`config.mk`:
```
export PLATFORM = sky130hd
export DESIGN_NAME = profile_ci_multi_flat
export DESIGN_NICKNAME = d
export VERILOG_FILES = /design/src/rtl/profile_ci_multi_if.sv /design/src/rtl/profile_ci_multi.sv /design/src/flat_wrapper.sv
export SDC_FILE = /design/constraint.sdc
export NUM_CORES = 2
export LEC_CHECK = 0
export ABC_AREA = 0
export CAP_MARGIN = 20
export CORE_MARGIN = 2
export CORE_UTILIZATION = 65
export CTS_CLUSTER_SIZE = 12
export DETAILED_ROUTE_END_ITERATION = 12
export PLACE_DENSITY = 0.85
export SYNTH_ARGS = -nofsm -noshare
export SYNTH_HDL_FRONTEND = slang
export SYNTH_SLANG_ARGS = --single-unit
```
`constraint.sdc`:
```
create_clock -name clock -period 48 [get_ports clock]
set_clock_uncertainty 0.2 [all_clocks]
set_input_delay 9.6 -clock clock [delete_from_list [all_inputs] [get_ports clock]]
set_output_delay 9.6 -clock clock [all_outputs]
set_load 0.05 [all_outputs]
```
`src/rtl/profile_ci_multi_if.sv`:
```
// Custom-instruction port bundle: CPU drives start/ciN/operands, the CI block
// answers with done/result in the same cycle.
interface profile_ci_multi_if;
    logic        start;
    logic [7:0]  ciN;
    logic [31:0] valueA;
    logic [31:0] valueB;
    logic        done;
    logic [31:0] result;

    modport master (output start, ciN, valueA, valueB, input done, result);
    modport slave  (input start, ciN, valueA, valueB, output done, result);
endinterface

```
`src/rtl/profile_ci_multi.sv`:
```
// Multi-counter profiling custom instruction: masked enable/disable/clear,
// sticky overflow, wrap or saturate, and an atomic snapshot bank.
module profile_ci_multi #(
    parameter logic [7:0] customId      = 8'h00,
    parameter int         NR_COUNTERS   = 8,
    parameter int         COUNTER_WIDTH = 32,
    parameter int         SATURATE      = 0
) (
    input  logic                   clock,
    input  logic                   reset,
    profile_ci_multi_if.slave      ci,
    input  logic                   stall,
    input  logic                   busIdle,
    input  logic [NR_COUNTERS-5:0] extEvents
);

    localparam logic [2:0] CMD_READ    = 3'd0;
    localparam logic [2:0] CMD_ENABLE  = 3'd1;
    localparam logic [2:0] CMD_DISABLE = 3'd2;
    localparam logic [2:0] CMD_CLEAR   = 3'd3;
    localparam logic [2:0] CMD_SNAP    = 3'd4;
    localparam logic [2:0] CMD_RSHADOW = 3'd5;
    localparam logic [2:0] CMD_STATUS  = 3'd6;

    localparam logic [COUNTER_WIDTH-1:0] ONE = {{(COUNTER_WIDTH-1){1'b0}}, 1'b1};

    logic [COUNTER_WIDTH-1:0] ctr_q    [NR_COUNTERS];
    logic [COUNTER_WIDTH-1:0] ctr_d    [NR_COUNTERS];
    logic [COUNTER_WIDTH-1:0] shadow_q [NR_COUNTERS];
    logic [COUNTER_WIDTH-1:0] shadow_d [NR_COUNTERS];
    logic [NR_COUNTERS-1:0]   en_q, en_d;
    logic [NR_COUNTERS-1:0]   ovf_q, ovf_d;
    logic [NR_COUNTERS-1:0]   src;
    logic [NR_COUNTERS-1:0]   mask;
    logic [2:0]               cmd;
    logic                     sel;
    logic [31:0]              rd_ctr, rd_shd, status, result_c;
    logic                     unused_bits;

    function automatic logic [COUNTER_WIDTH-1:0] next_count(input logic [COUNTER_WIDTH-1:0] v);
        if (&v) return (SATURATE != 0) ? v : '0;
        return v + ONE;
    endfunction

    assign sel         = ci.start && (ci.ciN == customId);
    assign cmd         = ci.valueB[2:0];
    assign mask        = ci.valueA[NR_COUNTERS-1:0];
    assign unused_bits = &{1'b0, ci.valueA[31:NR_COUNTERS], ci.valueB[31:3]};

    always_comb begin
        src                  = '0;
        src[0]               = 1'b1;
        src[1]               = stall;
        src[2]               = busIdle;
        src[3]               = !stall;
        src[NR_COUNTERS-1:4] = extEvents;
    end

    // Increment first, then let a same-edge CLEAR override it.
    always_comb begin
        en_d     = en_q;
        ovf_d    = ovf_q;
        ctr_d    = ctr_q;
        shadow_d = shadow_q;
        for (int i = 0; i < NR_COUNTERS; i++) begin
            if (en_q[i] && src[i]) begin
                ctr_d[i] = next_count(ctr_q[i]);
                if (&ctr_q[i]) ovf_d[i] = 1'b1;
            end
            if (sel && cmd == CMD_CLEAR && mask[i]) begin
                ctr_d[i] = '0;
                ovf_d[i] = 1'b0;
            end
            if (sel && cmd == CMD_SNAP) shadow_d[i] = ctr_q[i];
        end
        if (sel && cmd == CMD_ENABLE)  en_d = en_q | mask;
        if (sel && cmd == CMD_DISABLE) en_d = en_q & ~mask;
    end

    always_ff @(posedge clock or posedge reset) begin
        if (reset) begin
            for (int i = 0; i < NR_COUNTERS; i++) begin
                ctr_q[i]    <= '0;
                shadow_q[i] <= '0;
            end
            en_q  <= '0;
            ovf_q <= '0;
        end else begin
            ctr_q    <= ctr_d;
            shadow_q <= shadow_d;
            en_q     <= en_d;
            ovf_q    <= ovf_d;
        end
    end

    // Indices past the last counter fall through to zero.
    always_comb begin
        rd_ctr = '0;
        rd_shd = '0;
        for (int i = 0; i < NR_COUNTERS; i++) begin
            if (ci.valueA[3:0] == 4'(i)) begin
                rd_ctr[COUNTER_WIDTH-1:0] = ctr_q[i];
                rd_shd[COUNTER_WIDTH-1:0] = shadow_q[i];
            end
        end
        status                   = '0;
        status[NR_COUNTERS-1:0]  = en_q;
        status[16 +: NR_COUNTERS] = ovf_q;
    end

    always_comb begin
        result_c = '0;
        if (sel) begin
            case (cmd)
                CMD_READ:    result_c = rd_ctr;
                CMD_RSHADOW: result_c = rd_shd;
                CMD_STATUS:  result_c = status;
                default:     result_c = '0;
            endcase
        end
    end

    assign ci.done   = sel;
    assign ci.result = result_c;

endmodule
```
`src/flat_wrapper.sv`:
```
// flat-port wrapper written by rule: the top's interface ports become plain ports
module profile_ci_multi_flat 
#(
    parameter logic [7:0] customId      = 8'h00,
    parameter int         NR_COUNTERS   = 8,
    parameter int         COUNTER_WIDTH = 32,
    parameter int         SATURATE      = 0
)
  (clock, reset, stall, busIdle, extEvents, ci_start, ci_ciN, ci_valueA, ci_valueB, ci_done, ci_result);
  profile_ci_multi_if ci_i ();
  input  logic clock;
  input  logic reset;
  input  logic stall;
  input  logic busIdle;
  input  logic [NR_COUNTERS-5:0] extEvents;
  input wire logic [$bits(ci_i.start)-1:0] ci_start;
  input wire logic [$bits(ci_i.ciN)-1:0] ci_ciN;
  input wire logic [$bits(ci_i.valueA)-1:0] ci_valueA;
  input wire logic [$bits(ci_i.valueB)-1:0] ci_valueB;
  output wire logic [$bits(ci_i.done)-1:0] ci_done;
  output wire logic [$bits(ci_i.result)-1:0] ci_result;
  assign ci_i.start = ci_start;
  assign ci_i.ciN = ci_ciN;
  assign ci_i.valueA = ci_valueA;
  assign ci_i.valueB = ci_valueB;
  assign ci_done = ci_i.done;
  assign ci_result = ci_i.result;
  profile_ci_multi #(.customId(customId), .NR_COUNTERS(NR_COUNTERS), .COUNTER_WIDTH(COUNTER_WIDTH), .SATURATE(SATURATE)) u_core (.clock(clock), .reset(reset), .ci(ci_i), .stall(stall), .busIdle(busIdle), .extEvents(extEvents));
endmodule
```
# Yosys cells after proc, flatten, opt, wreduce, memory -nomap -nowiden
# Cells that the tools add are included.
# totals
reg_bits	528
in_bits	81
# classes
n_addsub	8
eq_ne	13
muxes	92
bitwise_logic	3
reduce_logical	57
# op_table
operator	count
2-to-1 mux 32 bit	49
adder 32 x 1 -> 32 bit (second input constant)	8
AND reduction 32 bit	8
one-hot mux 32 bit (3 select lines)	1
2-to-1 mux 1 bit	40
nonzero test 2 bit	17
logical AND 1 bit	20
equality test 4 x 3 -> 1 bit (second input constant)	4
2-to-1 mux 8 bit	2
AND reduction 2 bit	8
equality test 3 bit (second input constant)	3
AND 8 bit	1
equality test 4 x 2 -> 1 bit (second input constant)	2
zero test 8 bit	1
inverter 8 bit	1
OR 8 bit	1
equality test 3 x 2 -> 1 bit (second input constant)	2
equality test 4 x 1 -> 1 bit (second input constant)	1
zero test 4 bit	1
equality test 3 x 1 -> 1 bit (second input constant)	1
zero test 3 bit	1
zero test 1 bit	1

# Depth between registers and ports, before layout
# depth
depth_word	11
depth_mapped	9

# Worst setup path after synthesis
# Ideal clock, no wire load.
# synth_path
kind	input -> output
startpoint	input port ci_valueA[1]
endpoint	output port ci_result[10]
arrival_ns	12.843
t_required_ns	38.200
setup_slack_ns	25.357
stages	6
path_buffers	2
path_cell_list	clkbuf_1 nor4b_1 clkbuf_1 a222oi_1 and3_1 o41ai_1
# synth_between
elab_chain_len	11
elab_cells_between_ends	26
classes_between	eq/ne: 7; mux: 18; reduce/logical: 1
# synth_rtl
item	line	text
start, declared	flat_wrapper.sv:18	input wire logic [$bits(ci_i.valueA)-1:0] ci_valueA;
zero test 4 bit	profile_ci_multi.sv:101	if (ci.valueA[3:0] == 4'(i)) begin
2-to-1 mux 32 bit (8 in a row)	profile_ci_multi.sv:101	
one-hot mux 32 bit (3 select lines) *	profile_ci_multi.sv:114	case (cmd)
2-to-1 mux 32 bit *	profile_ci_multi.sv:113	if (sel) begin
end, declared	flat_wrapper.sv:21	output wire logic [$bits(ci_i.result)-1:0] ci_result;
# Every way passes the cells marked *; elsewhere a longest branch is shown, timed or not.

# Final worst setup path
# layout_path
startpoint	input port ci_valueA[1]
endpoint	output port ci_result[27]
# Same word-level chain as after synthesis.

==> flow_summary.ini <==
[cells_and_area]
drive_above_1_share_pct = 6.21
fin_area_um2 = 30100
area_growth_pct = 10.2
utilization_pct = 72.2
fillCellCount = 3013
multi_input_area_um2 = 13300
final_net_count = 2771
seqCellArea_um2 = 13200

[status]
status = finished, final reports clean

[sta]
rsz0062_at_grt = no
fmax_ghz = 0.0419
hold_viol = 0
finalMaxSlewViolations = 0
tightestPinTransition_ns = 1.32
slew-limit-headroom_pct = 11.8
setup_tns_ns = 0
finalCritPeriodShare_pct = 49.7
finalSetupViolations = 0
period_needed_ns = 23.87

[yosys]
netlist_area_um2 = 27300
synth_cells = 2684
synthArstFlopShare_pct = 100
synthTopCellsByCount = 528 x dfrtp_1, 333 x nor2_1, 236 x mux2_1
syn_nets = 2773
ys.flop_type = dfrtp_1
yosys_warnings = 0
synth_top_area_share_pct = 48.4
synthMostInstantiatedCell = dfrtp_1
yosysSeqAreaShare_pct = 48.4
synth_cell_types = 75
synth_edf_count = 0
syn_avg_cell_area_um2 = 10.2
ys_ff_latch = 528
synth_top_area_cell = dfrtp_1
ys_top_cells_by_area = dfrtp_1 48%, mux2_1 9.7%, nor2_1 4.6%

[grt]
grt.total_usage_pct = 43.7
grt_use_met3_pct = 11.7
antenna_found_initial = 4
grt_pass1_vias = 22200
grt_overflow = 0
grt_pass1_wl_mm = 141
met2_usage_pct = 63.4
globalRouteMet1Util_pct = 58.4
grt.busiest_layer = met2
grt_start_max_net_pins = 143

[floorplan]
die_y_um = 209
die_w_um = 209
core-area_um2 = 41700
rows = 75
dieArea_um2 = 43700
io_pins = 114
start_util_pct = 65.5

[critical_path]
worst_setup_path_end_kind = output port
critPathMaxFanout = 37
critPathTopFamily = buffers and inverters
worstPathRequired_ns = 38.20
worst_setup_path_start_kind = primary input
cp.buffers_inverters = 5
crit_arrival_ns = 14.07
crit_chain = clkdlybuf4s50_1 -> buf_4 -> inv_1 -> nor3_2 -> buf_4 -> a22oi_1 -> nand3_1 -> nand3_1 -> o311ai_0 -> clkdlybuf4s50_1
slowest_stage = clkdlybuf4s50_1
max_stage_delay_ns = 0.95
crit_type = in2out

[clock_tree]
cts_tree = done
ctsHoldBuffers = 0
clk_path_buf_depth = 3
numCtsBuffers = 55
cts_htree_levels = 2
cts_setup_buffers = 0
clock_sinks = 528
clock-root-buffer = clkbuf_16
clk_pin_slew_ns = 0.06
clkLatencyLatePin_ns = 0.64
cts_resized = 0

[drt]
vias_per_cell = 7.21
drtIter0Drc = 3858
dr.pass1.iters = 7
num_vias = 23500
wire_per_inst_um = 29.2
wirelength_mm = 95.3
drtAntennaViolNets = 0
drcViolationCount = 0

[pwr]
power.leakage_nw = 13.4
worst_ir_drop_vdd_uv = 26.2
p_per_area_nw_per_um2 = 33.6
power.total_mw = 1.01

[job]
drv_cap = 0

[hold_path]
min_path_type = reg2reg

[place]
gp_congestion = 1.03
place_area_um2 = 28200
numPortBuffers = 60
dpl.hpwl_mm = 67.9
registers in the layout, summed over array words and instances (netlist names), named ones only:
register / flops
u_core.ctr_q: 256
u_core.ovf_q: 8
u_core.shadow_q: 256
final timing paths:
| check | start | to | slack [ns] | cells after the start |
|---|---|---|---|---|
| min | u_core.shadow_q[204]$_DFFE_PP0P_ | u_core.shadow_q[204]$_DFFE_PP0P_ | 0.28 | 1 |
| max | ci_valueA[1] | ci_result[27] | 24.13 | 10 |
| min reg2reg | u_core.shadow_q[204]$_DFFE_PP0P_ | u_core.shadow_q[204]$_DFFE_PP0P_ | 0.28 | 1 |
| max in group asynchronous | reset | u_core.shadow_q[0]$_DFFE_PP0P_ | 35.97 | 5 |
| min in group asynchronous | reset | u_core.shadow_q[253]$_DFFE_PP0P_ | 9.20 | 2 |
| max reg2reg | u_core.ctr_q[235]$_DFFE_PP0P_ | u_core.ctr_q[252]$_DFFE_PP0P_ | 44.15 | 6 |
routing by layer:
metal / up-vias / part of all wire [%]
li1: 9782 / -
met3: 363 / 12
met4: 4 / 7.8
met5: - / 0.033
met1: 11800 / 38
met2: 1545 / 43
logic make-up (layout without fill, tap and decap cells):
family	count (synthesis)	in the layout	share of synthesized area, %
AO/OA/AOI/OAI	454	454	11.8
XOR/XNOR	227	227	7.28
adder cells (fa/ha/maj)	8	8	0.367
buffers and inverters	201	239	3.39
flip-flops	528	528	48.4
multiplexers	269	269	11.0
other	0	3	0
AND/OR/NAND/NOR	997	997	17.8
power breakdown:
group / total, mW / switching [mW] / internal (mW)
Combinational: 0.0853 / 0.0573 / 0.0280
Clock: 0.425 / 0.182 / 0.243
Sequential: 0.502 / 0.0404 / 0.461
through the flow:
| stage | hold slack (ns) | worst slack [ns] | cells |
|---|---|---|---|
| floorplan | 0.254 | 23.45 | 2684 |
| global placement | 0.268 | 24.44 | 3160 |
| detailed placement | 0.275 | 24.40 | 3160 |
| CTS | 0.289 | 24.36 | 3257 |
| global route | 0.302 | 24.04 | 3261 |
| finish | 0.284 | 24.13 | 3264 |
placed cells by master, fill, tap and decap left out, types with 8 or more instances in the layout:
cell	synthesis	final
dfrtp_1	528	528
nor2_1	333	333
mux2_1	236	236
nand2_1	189	189
xor2_1	139	139
nand3_1	125	125
nand4_1	98	98
xnor2_1	88	88
a22oi_1	76	76
nor3_1	74	72
o21ai_0	64	63
a21oi_1	62	62
clkdlybuf4s50_1	0	58
clkbuf_16	0	56
buf_4	0	47
a222oi_1	39	39
a221oi_1	36	36
and4_1	35	35
a31oi_1	31	31
and3_1	30	30
inv_1	30	29
mux2i_1	29	29
o21ai_1	26	24
and2_1	23	23
o22ai_1	17	17
or3_1	16	16
clkbuf_8	0	16
nor4_1	18	15
a22o_1	15	15
clkbuf_1	133	15
nor2b_1	14	13
a211oi_1	13	13
o211ai_1	10	10
o31a_1	9	9
o31ai_1	8	8
o221ai_1	8	8
ha_1	8	8
layout make-up:
cell class / instances / area share [%]
repair buffers: 110 / 3.37
well taps: 539 / 2.24
clock inverters: 10 / 0.299
clock buffers: 87 / 5.58
flip-flops and latches: 528 / 43.9
inverters: 32 / 0.424
diodes: 3 / 0.0250
multi-input cells: 1955 / 44.2
(Power assumes the default switching activity.)
